$ cat config.mk
export PLATFORM = sky130hd
export DESIGN_NAME = risc8_muldiv_seq_flat
export DESIGN_NICKNAME = d
export VERILOG_FILES = /design/src/rtl/risc8_muldiv_seq_pkg.sv /design/src/rtl/risc8_muldiv_seq_if.sv /design/src/rtl/risc8_muldiv_seq.sv /design/src/flat_wrapper.sv
export SDC_FILE = /design/constraint.sdc
export NUM_CORES = 1
export LEC_CHECK = 0
export ABC_CLOCK_PERIOD_IN_PS = 1700
export CORE_ASPECT_RATIO = 1.25
export CORE_MARGIN = 1
export CORE_UTILIZATION = 35
export DETAILED_ROUTE_END_ITERATION = 10
export PLACE_DENSITY = 0.71
export SLEW_MARGIN = 20
export SYNTH_ARGS = -nofsm -noshare
export SYNTH_HDL_FRONTEND = slang
export SYNTH_SLANG_ARGS = --single-unit
export TNS_END_PERCENT = 10
$ cat constraint.sdc
create_clock -name clk -period 1.7 [get_ports clk]
set_clock_uncertainty 0.1 [all_clocks]
set_input_delay 0.425 -clock clk [delete_from_list [all_inputs] [get_ports clk]]
set_output_delay 0.425 -clock clk [all_outputs]
set_load 0.05 [all_outputs]
$ cat src/rtl/risc8_muldiv_seq_pkg.sv
// Shared definitions for the risc8 multiply/divide sequencer:
// ALU command encodings, muldiv_op bit positions, FSM states and the
// Moore output decode used by risc8_muldiv_seq.
package risc8_muldiv_seq_pkg;

  localparam int unsigned ITERS_DEF = 8;

  localparam logic [3:0] ALUadd = 4'h2;
  localparam logic [3:0] ALUtha = 4'hA;
  localparam logic [3:0] ALUthb = 4'hB;

  localparam int unsigned MD_MUL     = 0;
  localparam int unsigned MD_DIV     = 1;
  localparam int unsigned MD_INIT    = 2;
  localparam int unsigned MD_SAVE0   = 3;
  localparam int unsigned MD_SAVE1   = 4;
  localparam int unsigned MD_RESTORE = 5;

  typedef enum logic [2:0] {
    ST_IDLE    = 3'd0,
    ST_INIT    = 3'd1,
    ST_MUL     = 3'd2,
    ST_DIV     = 3'd3,
    ST_RESTORE = 3'd4,
    ST_SAVE0   = 3'd5,
    ST_SAVE1   = 3'd6,
    ST_TRAP    = 3'd7
  } seq_state_t;

  typedef struct packed {
    logic [5:0] muldiv_op;
    logic [3:0] alu_cmd;
    logic       alu_cmd_vld;
    logic       wb_lo;
    logic       wb_hi;
    logic       busy;
    logic       done;
    logic       div0_trap;
  } seq_out_t;

  // Output pattern for a given state; is_div only matters in INIT.
  function automatic seq_out_t seq_decode(input seq_state_t st, input logic is_div);
    seq_out_t o;
    o = '0;
    o.busy        = (st != ST_IDLE);
    o.alu_cmd_vld = (st != ST_IDLE);
    case (st)
      ST_INIT: begin
        o.muldiv_op[MD_INIT] = 1'b1;
        o.alu_cmd            = is_div ? ALUthb : ALUtha;
      end
      ST_MUL: begin
        o.muldiv_op[MD_MUL] = 1'b1;
        o.alu_cmd           = ALUadd;
      end
      ST_DIV: begin
        o.muldiv_op[MD_DIV] = 1'b1;
        o.alu_cmd           = ALUadd;
      end
      ST_RESTORE: begin
        o.muldiv_op[MD_RESTORE] = 1'b1;
        o.alu_cmd               = ALUadd;
      end
      ST_SAVE0: begin
        o.muldiv_op[MD_SAVE0] = 1'b1;
        o.alu_cmd             = ALUtha;
        o.wb_lo               = 1'b1;
      end
      ST_SAVE1: begin
        o.muldiv_op[MD_SAVE1] = 1'b1;
        o.alu_cmd             = ALUtha;
        o.wb_hi               = 1'b1;
        o.done                = 1'b1;
      end
      ST_TRAP: begin
        o.alu_cmd   = ALUtha;
        o.div0_trap = 1'b1;
      end
      default: o = '0;
    endcase
    return o;
  endfunction

endpackage

$ cat src/rtl/risc8_muldiv_seq_if.sv
// Request/ALU-control bundle between decode/execute and the mul/div sequencer.
// master: requesting stage plus ALU flag; slave: the sequencer.
interface risc8_muldiv_seq_if;
  logic       start_mul;
  logic       start_div;
  logic       divide_by_0;
  logic       flush;
  logic [5:0] muldiv_op;
  logic [3:0] alu_cmd;
  logic       alu_cmd_vld;
  logic       wb_lo;
  logic       wb_hi;
  logic       busy;
  logic       done;
  logic       div0_trap;

  modport master (
    output start_mul, start_div, divide_by_0, flush,
    input  muldiv_op, alu_cmd, alu_cmd_vld, wb_lo, wb_hi, busy, done, div0_trap
  );

  modport slave (
    input  start_mul, start_div, divide_by_0, flush,
    output muldiv_op, alu_cmd, alu_cmd_vld, wb_lo, wb_hi, busy, done, div0_trap
  );
endinterface

$ cat src/rtl/risc8_muldiv_seq.sv
// risc8 multicycle multiply/divide sequencer. Drives the ALU's one-hot
// muldiv_op bus, command override and write-back strobes, and stalls the
// pipeline via busy until both result bytes are written back.
// Optional: define RISC8_MULDIV_FLUSH_EN to let flush abort an operation.
module risc8_muldiv_seq
  import risc8_muldiv_seq_pkg::*;
#(
  parameter int unsigned ITERS = ITERS_DEF,
  parameter int unsigned CNT_W = 3
) (
  input logic               clk,
  input logic               rst,
  risc8_muldiv_seq_if.slave bus
);

  seq_state_t       state, nxt_state;
  logic [CNT_W-1:0] cnt, nxt_cnt;
  logic             is_div, nxt_is_div;
  logic             flush_act;
  seq_out_t         out_q;

`ifdef RISC8_MULDIV_FLUSH_EN
  assign flush_act = bus.flush;
`else
  logic unused_flush;
  assign unused_flush = bus.flush;
  assign flush_act    = 1'b0;
`endif

  // Next-state, iteration counter and operation-type selection.
  always_comb begin
    nxt_state  = state;
    nxt_cnt    = cnt;
    nxt_is_div = is_div;
    case (state)
      ST_IDLE: begin
        if (!flush_act && (bus.start_mul || bus.start_div)) begin
          nxt_state  = ST_INIT;
          nxt_is_div = !bus.start_mul;
        end
      end
      ST_INIT: begin
        nxt_cnt = CNT_W'(ITERS - 1);
        if (is_div && bus.divide_by_0) nxt_state = ST_TRAP;
        else if (is_div)               nxt_state = ST_DIV;
        else                           nxt_state = ST_MUL;
      end
      ST_MUL: begin
        if (cnt == '0) nxt_state = ST_SAVE0;
        else           nxt_cnt   = cnt - CNT_W'(1);
      end
      ST_DIV: begin
        if (cnt == '0) nxt_state = ST_RESTORE;
        else           nxt_cnt   = cnt - CNT_W'(1);
      end
      ST_RESTORE: nxt_state = ST_SAVE0;
      ST_SAVE0:   nxt_state = ST_SAVE1;
      ST_SAVE1:   nxt_state = ST_IDLE;
      ST_TRAP:    nxt_state = ST_IDLE;
      default:    nxt_state = ST_IDLE;
    endcase
    if (flush_act && state != ST_IDLE) nxt_state = ST_IDLE;
  end

  // State register; outputs are registered by decoding the next state so
  // each output is a flop yet still follows the Moore table of the state.
  always_ff @(posedge clk) begin
    if (rst) begin
      state  <= ST_IDLE;
      cnt    <= '0;
      is_div <= 1'b0;
      out_q  <= '0;
    end else begin
      state  <= nxt_state;
      cnt    <= nxt_cnt;
      is_div <= nxt_is_div;
      out_q  <= seq_decode(nxt_state, nxt_is_div);
    end
  end

  assign bus.muldiv_op   = out_q.muldiv_op;
  assign bus.alu_cmd     = out_q.alu_cmd;
  assign bus.alu_cmd_vld = out_q.alu_cmd_vld;
  assign bus.wb_lo       = out_q.wb_lo;
  assign bus.wb_hi       = out_q.wb_hi;
  assign bus.busy        = out_q.busy;
  assign bus.done        = out_q.done;
  assign bus.div0_trap   = out_q.div0_trap;

  // The ALU selects from muldiv_op one-hot; two bits at once corrupts the datapath.
  a_muldiv_op_onehot0: assert property (@(posedge clk) disable iff (rst) $onehot0(bus.muldiv_op));

endmodule

$ cat src/flat_wrapper.sv
// flat-port wrapper written by rule: the top's interface ports become plain ports
module risc8_muldiv_seq_flat import risc8_muldiv_seq_pkg::*;
#(
  parameter int unsigned ITERS = ITERS_DEF,
  parameter int unsigned CNT_W = 3
)
  (clk, rst, bus_start_mul, bus_start_div, bus_divide_by_0, bus_flush, bus_muldiv_op, bus_alu_cmd, bus_alu_cmd_vld, bus_wb_lo, bus_wb_hi, bus_busy, bus_done, bus_div0_trap);
  risc8_muldiv_seq_if bus_i ();
  input logic clk;
  input logic rst;
  input wire logic [$bits(bus_i.start_mul)-1:0] bus_start_mul;
  input wire logic [$bits(bus_i.start_div)-1:0] bus_start_div;
  input wire logic [$bits(bus_i.divide_by_0)-1:0] bus_divide_by_0;
  input wire logic [$bits(bus_i.flush)-1:0] bus_flush;
  output wire logic [$bits(bus_i.muldiv_op)-1:0] bus_muldiv_op;
  output wire logic [$bits(bus_i.alu_cmd)-1:0] bus_alu_cmd;
  output wire logic [$bits(bus_i.alu_cmd_vld)-1:0] bus_alu_cmd_vld;
  output wire logic [$bits(bus_i.wb_lo)-1:0] bus_wb_lo;
  output wire logic [$bits(bus_i.wb_hi)-1:0] bus_wb_hi;
  output wire logic [$bits(bus_i.busy)-1:0] bus_busy;
  output wire logic [$bits(bus_i.done)-1:0] bus_done;
  output wire logic [$bits(bus_i.div0_trap)-1:0] bus_div0_trap;
  assign bus_i.start_mul = bus_start_mul;
  assign bus_i.start_div = bus_start_div;
  assign bus_i.divide_by_0 = bus_divide_by_0;
  assign bus_i.flush = bus_flush;
  assign bus_muldiv_op = bus_i.muldiv_op;
  assign bus_alu_cmd = bus_i.alu_cmd;
  assign bus_alu_cmd_vld = bus_i.alu_cmd_vld;
  assign bus_wb_lo = bus_i.wb_lo;
  assign bus_wb_hi = bus_i.wb_hi;
  assign bus_busy = bus_i.busy;
  assign bus_done = bus_i.done;
  assign bus_div0_trap = bus_i.div0_trap;
  risc8_muldiv_seq #(.ITERS(ITERS), .CNT_W(CNT_W)) u_core (.clk(clk), .rst(rst), .bus(bus_i));
endmodule
# Yosys cells after proc, flatten, opt, wreduce, memory -nomap -nowiden
# Index checks and enable logic that the tools add are counted.
# classes
mux	19
n_reduce_logical	14
bitwise	1
add_sub_neg	1
n_eq_ne	15
# ops
cell	count
== test 3 bit, second input constant	8
case mux 3 bit (7 select lines)	1
two-way mux 3 bit	5
== test 3 x 2 -> 1 bit, second input constant	4
case mux 4 bit (3 select lines)	1
two-way mux 1 bit	11
OR reduction 7 bit	1
== test 3 x 1 -> 1 bit, second input constant	2
zero test 3 bit	2
case mux 3 bit (2 select lines)	1
OR reduction 2 bit	3
OR reduction 3 bit	2
nonzero test 3 bit	1
subtractor 3 x 1 -> 3 bit, second input constant	1
inequality test 2 bit, second input constant	1
AND reduction 2 bit	1
nonzero test 2 bit	1
logical AND 1 bit	1
zero test 1 bit	1
logical OR 1 bit	1
inverter 1 bit	1
# totals
reg_bits	21
in_bits	6
wordCells	59
out_inout_bits	16

# Logic depth before layout (Yosys ltp)
# logic_depth
depth_word	7
mapped_depth	6
depth_no_buf	6

# Worst setup path before layout
# No wires, ideal clock.
# synth_path
path_kind	reg-to-reg
start	reg u_core.cnt[0]
end	reg u_core.out_q, in the netlist u_core.bus.muldiv_op[0]
path_buffers	0
path_slack_ns	0.120
path_stages_with_launch	7
required_ns	1.485
arrival_time_ns	1.365
synth_period_minus_slack_ns	1.580
setup_time_ns	0.115
cell_sequence	dfxtp_1 -> inv_1 -> ha_1 -> nor2b_1 -> xnor2_1 -> a211o_2 -> and2_1
# synth_between
elab_chain_len	5
word_cells_on_any_way	6
classes_between	eq/ne: 1; mux: 4; reduce/logical: 1
# synth_lines
element	line	rtl
start: declaration	risc8_muldiv_seq.sv:17	logic [CNT_W-1:0] cnt, nxt_cnt;
start signal: assignment	risc8_muldiv_seq.sv:75	cnt <= nxt_cnt;
zero test 3 bit (*)	risc8_muldiv_seq.sv:49, risc8_muldiv_seq.sv:53	
two-way mux 3 bit (on tied branches)	risc8_muldiv_seq.sv:53, risc8_muldiv_seq.sv:49	
case mux 3 bit (7 select lines) (*)	risc8_muldiv_seq.sv:35	case (state)
== test 3 x 2 -> 1 bit (*)	risc8_muldiv_seq_pkg.sv:47	case (st)
two-way mux 1 bit (*)	risc8_muldiv_seq_pkg.sv:47	
end signal: assignment	risc8_muldiv_seq.sv:77	out_q <= seq_decode(nxt_state, nxt_is_div);
end: declaration	risc8_muldiv_seq.sv:20	seq_out_t out_q;
# Every way passes the cells marked *; elsewhere a longest branch is shown, timed or not.
# A chain may end at the register's enable or synchronous reset.

# Final worst setup path
# layout_path
start	in bus_start_mul
end	reg u_core.out_q, in the netlist u_core.bus.muldiv_op[1]
# layout_between
elab_chain_len	5
# layout_lines
element	line	rtl
start: declaration	flat_wrapper.sv:11	input wire logic [$bits(bus_i.start_mul)-1:0] bus_start_mul;
logical OR 1 bit	risc8_muldiv_seq.sv:37	if (!flush_act && (bus.start_mul || bus.start_div)) begin
two-way mux 3 bit	risc8_muldiv_seq.sv:37	
case mux 3 bit (7 select lines)	risc8_muldiv_seq.sv:35	
== test 3 x 2 -> 1 bit	risc8_muldiv_seq_pkg.sv:47	
two-way mux 1 bit	risc8_muldiv_seq_pkg.sv:47	
# Every way passes these cells.

==> impl_metrics.yaml <==
outcome:
  status: "finished, final reports clean"
global_route:
  antenna_found_initial: 0
  grt_pass1_wl_um: 2587
  grt_pass1_vias: 590
  grt_use_total_pct: 15.23
  grt-ovfl-total: 0
  grt_max_degree: 15
cells_and_area:
  insertedDiodeCount: 0
  drive_gt1_share_pct: 31.07
  area_growth_pct: 49.76
  multi_input_area_um2: 361.6
  fin_nets: 113
  postLayoutCoreUtil_pct: 57.51
  design_area_mm2: 0.001179
  fillers: 175
  final-seq-area_um2: 364.1
routing:
  vias_per_cell: 4.910
  route.vias.total: 653
  drc: 0
  wirelength_um: 1496
  antenna_left: 0
  first_pass_iters: 4
  drt-wirelength-per-cell_um: 11.25
  drtIter0Drc: 8
power_and_ir_drop:
  combPwrFrac_pct: 56.2
  p_int_mw: 1.195
  clockPowerShare_pct: 9.8
  pwr-share-seq_pct: 34.0
  switching_share_pct: 42.60
  leakage_nw: 0.4634
  cellPowerDensity_mw_per_mm2: 1767
  p_total_mw: 2.082
  p_sw_mw: 0.8871
  ir_drop_v: 0.0009078
floorplanning:
  fp.dieW_um: 44.42
  initial_core_util_pct: 38.40
  rows: 18
  die_y_um: 55.02
  die_area_mm2: 0.002443
  io_pins: 22
  core_mm2: 0.002049
clocking:
  cts_made_buffers: 3
  root_buffer: "clkbuf_4"
  postCtsHoldBufs: 0
  max-clock-path-buffers: 2
  cts.sinks: 18
  cts_tree: "built"
  cts_max_level: 1
  clk_pin_slew_ns: 0.09
  clk-insertion-delay-late_ns: 0.29
sta:
  min_period_ns: 1.642
  grt_setup_unrepaired: "no"
  finalSetupViolations: 0
  fin_tns_setup_ns: 0
  hold_viol: 0
  post-route-period-util_pct: 96.56
  drv_slew: 0
  fmax_mhz: 609.2
  whs_ns: 0.3512
setup_path:
  cpLargestDelayFamily: "simple AND/OR/NAND/NOR gates"
  cp-end-kind: "flip-flop"
  cp_max_fo: 3
  max_stage_delay_ns: 0.49
  worst_ep_arrival_time_ns: 1.74
  path_class: "input pin to flip-flop"
  crit_chain: "clkdlybuf4s50_1, or4_4, o21ai_4, a211oi_2, and2_1"
  cp-start-kind: "input pin"
  slowest_stage: "or4_4"
  required_ns: 1.80
  path_buf_inv: 1
place:
  dpl.hpwl_um: 1145
  gp_congestion: 0.8105
  numPortBuffers: 19
  placed_area_mm2: 0.001140
synthesis:
  syn_inst: 85
  synth_area_um2: 787.0
  ys_seq_area_share_pct: 45.79
  ys_types: 33
  syn-mean-instance-area_um2: 9.259
  synth-seq-cells: 18
  synth-warning-count: 0
  synth_nets: 93
hold_path:
  hold_path.class: "flip-flop to flip-flop"
flow_run:
  drv_cap: 0
## power groups by stage
| stage | logic (mW) | clock network, mW | registers, mW |
|---|---|---|---|
| floorplan | 0.604 | 0 | 0.819 |
| global placement | 1.10 | 0 | 0.699 |
| detailed placement | 1.13 | 0 | 0.702 |
| CTS | 1.14 | 0.213 | 0.697 |
| global route | 1.27 | 0.232 | 0.734 |
| finish | 1.17 | 0.203 | 0.708 |
## path summary, 6_finish.rpt
check | start | to | slack [ns] | depth (start not counted)
worst max-delay path | bus_start_mul | u_core.bus.muldiv_op[1]$_SDFF_PP0_ | 0.06 | 5
worst min-delay path | u_core.cnt[0]$_SDFFE_PP0P_ | u_core.cnt[0]$_SDFFE_PP0P_ | 0.35 | 1
worst max register to register | u_core.cnt[0]$_SDFFE_PP0P_ | u_core.bus.muldiv_op[0]$_SDFF_PP0_ | 0.07 | 6
worst min register to register | u_core.cnt[0]$_SDFFE_PP0P_ | u_core.cnt[0]$_SDFFE_PP0P_ | 0.35 | 1
## state kept, by name, summed over array words and instances, names as in the netlist
signal                  flops
u_core.bus.alu_cmd          3
u_core.bus.alu_cmd_vld      1
u_core.bus.div0_trap        1
u_core.bus.muldiv_op        6
u_core.cnt                  3
u_core.is_div               1
u_core.state                3
## layer usage
metal | up-vias | share of wire (%) | GRT usage, %
met4 | 0 | 3.8 | 12.12
li1 | 333 | - | -
met2 | 19 | 49 | 26.23
met3 | 6 | 3.8 | 2.922
met5 | - | 0 | 0
met1 | 295 | 43 | 16.27
## worst reg2reg max path, stage by stage, from the launching register on
cell and delay [ns]:
dfxtp_2 0.35, inv_1 0.06, ha_1 0.22, nor2b_4 0.14, xnor2_1 0.17, a211o_2 0.34
and2_1 0.16
## stage by stage
step           worst slack [ns]  instances
6_report                0.05846        133
5_1_grt                0.006647        133
4_1_cts                 0.02455        133
3_5_place_dp            -0.2766        130
3_3_place_gp            -0.2592        130
2_1_floorplan            0.1200         85
## cell families after synthesis
logic type / count (synthesis) / synth area share (%)
buffers and inverters: 13 / 9.856
xor gates and xnor gates: 1 / 1.113
and+or+nand+nor: 31 / 21.15
adders and majority gates: 2 / 3.179
AOI/OAI and AO/OA: 19 / 18.44
other: 1 / 0.4765
DFF: 18 / 45.79
## cells in the mapped netlist, drive strengths merged
cell type	number	area, µm²
conb	1	3.750
nand2b	2	12.51
xnor2	1	8.760
a211oi	6	45.04
ha	2	25.02
or4	1	11.26
a21boi	1	7.510
a21o	1	7.510
clkbuf	1	3.750
nor4b	1	8.760
nor4	1	6.260
nor3b	1	7.510
a311oi	1	8.760
buf	8	58.81
a21oi	5	25.02
nand3	1	5.000
o41ai	1	8.760
or2b	1	7.510
a2111oi	1	8.760
dfxtp	18	360.4
nor3	5	25.02
inv	4	15.01
o21bai	1	7.510
or3	2	12.51
nor2	11	43.80
nand2	2	7.510
nor2b	1	6.260
and2	2	12.51
o21ai	1	16.27
a211o	1	10.01
## what timing repair did
action | in CTS | in global routing
resized for setup | 2 | 4
setup buffers | 0 | 0
pin swaps | 0 | 1
setup endpoints to repair | 3 | 5
## area by class of cell
cell class	count	area share [%]
well taps	30	3.185
repair buffers	24	32.06
clock buffers	3	1.911
inverters	4	1.274
multi-input cells	54	30.68
flip-flops and latches	18	30.89
## cells in the final DEF, fill, tap and decap left out, types with 2 or more instances in the layout
| cell type | Yosys | layout |
|---|---|---|
| a211oi_1 | 6 | 5 |
| a21oi_1 | 5 | 5 |
| and2_1 | 2 | 2 |
| buf_12 | 0 | 15 |
| buf_4 | 5 | 5 |
| clkbuf_4 | 0 | 3 |
| clkdlybuf4s50_1 | 0 | 4 |
| dfxtp_1 | 18 | 15 |
| dfxtp_2 | 0 | 3 |
| ha_1 | 2 | 2 |
| inv_1 | 4 | 4 |
| nand2_1 | 2 | 2 |
| nand2b_1 | 2 | 2 |
| nor2_1 | 10 | 10 |
| nor3_1 | 5 | 5 |
| or3_1 | 2 | 2 |
Power figures use the tool's default switching activity.
==> edit: new RTL, same settings <==
`CNT_W` is set to 3 in 2 places; all go to 6.
--- a/src/rtl/risc8_muldiv_seq.sv
+++ b/src/rtl/risc8_muldiv_seq.sv
@@ -7,5 +7,5 @@
 #(
   parameter int unsigned ITERS = ITERS_DEF,
-  parameter int unsigned CNT_W = 3
+  parameter int unsigned CNT_W = 6
 ) (
   input logic               clk,
--- a/src/flat_wrapper.sv
+++ b/src/flat_wrapper.sv
@@ -3,5 +3,5 @@
 #(
   parameter int unsigned ITERS = ITERS_DEF,
-  parameter int unsigned CNT_W = 3
+  parameter int unsigned CNT_W = 6
 )
   (clk, rst, bus_start_mul, bus_start_div, bus_divide_by_0, bus_flush, bus_muldiv_op, bus_alu_cmd, bus_alu_cmd_vld, bus_wb_lo, bus_wb_hi, bus_busy, bus_done, bus_div0_trap);
Function: no difference found for any inputs over 10 cycles, from zero or initial values and one cycle with rst high; that may be too few to reach the edited logic, so the function may still have changed.
==> edit against the original RTL <==
Synthesized cell count increased by 27%. Design area increased by 28%. Synthesized area increased by 25%. Count of clock-buffer cells in the layout unchanged. Total power increased by 41%. Critical path depth increased by 2. Wire length increased by 48%. Sequential cell count increased by 3. Setup slack improved by 0.018 ns. Largest cell class is now multi-input gates. Largest power group unchanged.
==> edit: results (changes against the original RTL) <==
CTS clock-pin slew for the worst setup and hold paths=0.12 ns (+0.03 ns); Final Net Count=147 (+30%); Final HPWL DP=1781 µm (+56%); Worst-Skew Late Latency=0.31 ns (+0.02 ns); vias in the first global route=879 (+49%); initial antenna violation count=0 (unchanged); synth cell count leaders=21 x dfxtp_1, 11 x nor2_1, 10 x a21oi_1; Crit Path Max Fanout=4 (+1); P_leak=0.5862 nW (+26%); Data buffer area share=0.3178 (-0.002753); peak supply drop=1.091 mV (+20%); register area=422.9 µm² (+16%); ratio of cells with drive above 1 in the final layout=0.3957 (+0.08500); Via Count=889 (+36%); total global-route track usage=0.1660 (+0.01370); clk root buf=clkbuf_4; main area contributors after synthesis=dfxtp_1 43%, a21oi_1 5.1%, nor2_1 4.2%, buf_4 3.8%, mux2i_1 3.0%; post-synth cell types=35 (+6.1%); sequential-to-total area share from yosys stat=0.4269 (-0.03093); # fillers=248 (+42%); H-tree depth=1 (unchanged); Non-Clock Buffer Count=37 (+54%); dpl ws=-0.2350 ns (+0.04167 ns); number of diodes=0 (unchanged); post-synthesis adder-cell area fraction=0.01271 (-0.01909); pin count of the biggest net entering global routing=13 (-2); routed wl met3=63 µm (+11%); first-pass GRT wire length=3822 µm (+48%); Met2 Routed Length=1265 µm (+71%); Post-Syn Nets=115 (+24%); multiplexer area fraction after synthesis=0.03050 (+0.03050); Layout Cells excl Fill=173 (+30%); Iteration-0 DRC Markers=18 (+10); DP Area=1443 µm² (+27%); fraction of area in multi-input gates=0.3502 (+0.04341); Synth Instances=108 (+27%); Final GP Congestion=0.8054 (-0.63%); hold path depth=2 (+1); routed wire length=2218 µm (+48%); clock network area share=0.01826 (-0.0008511); Multi-input gate area=528.0 µm² (+46%); multi-input gate count=75 (+39%); worst reg-to-reg path cell count=7 (+1); slowest stage cell, crit path=dfxtp_2; Synth Register Bits=21 (+3); WP data arrival=1.76 ns (+0.02 ns); inverter count=2 (-2); Worst path max stage delay=0.34 ns (-0.15 ns); xor/xnor share of the synthesized area=0.01779 (+0.006660); status=finished clean; Tapcells=34 (+13%); DRT met1 WL=857 µm (+33%); Synth Area in Compound Gates=0.1512 (-0.03321)
-- edit: path summary, 6_finish.rpt --
| kind | from | end | slack, ns |
|---|---|---|---|
| min | u_core.cnt[3] | u_core.cnt[3] | 0.42 |
| min reg2reg | u_core.cnt[3] | u_core.cnt[3] | 0.42 |
| max reg2reg | u_core.cnt[0] | u_core.bus.muldiv_op[1] | 0.08 |
| max | u_core.cnt[0] | u_core.bus.muldiv_op[1] | 0.08 |
-- edit: what timing repair did --
action                                  CTS  global route
endpoints found under the setup margin    6            10
buffers inserted                          0             0
pin swaps                                 0             3
cloned                                    0             0
resized for setup                         4             7
-- edit: power breakdown --
part	switching [mW]	internal [mW]
sequential	0.186	0.651
combinational	0.931	0.929
clock	0.151	0.0878
total	1.27	1.67
-- edit: per-layer routing --
| metal | global-route usage | vias up |
|---|---|---|
| li1 | - | 439 |
| met1 | 0.1699 | 422 |
| met2 | 0.3346 | 24 |
| met3 | 0.02222 | 4 |
| met4 | 0.08163 | 0 |
| met5 | 0 | - |
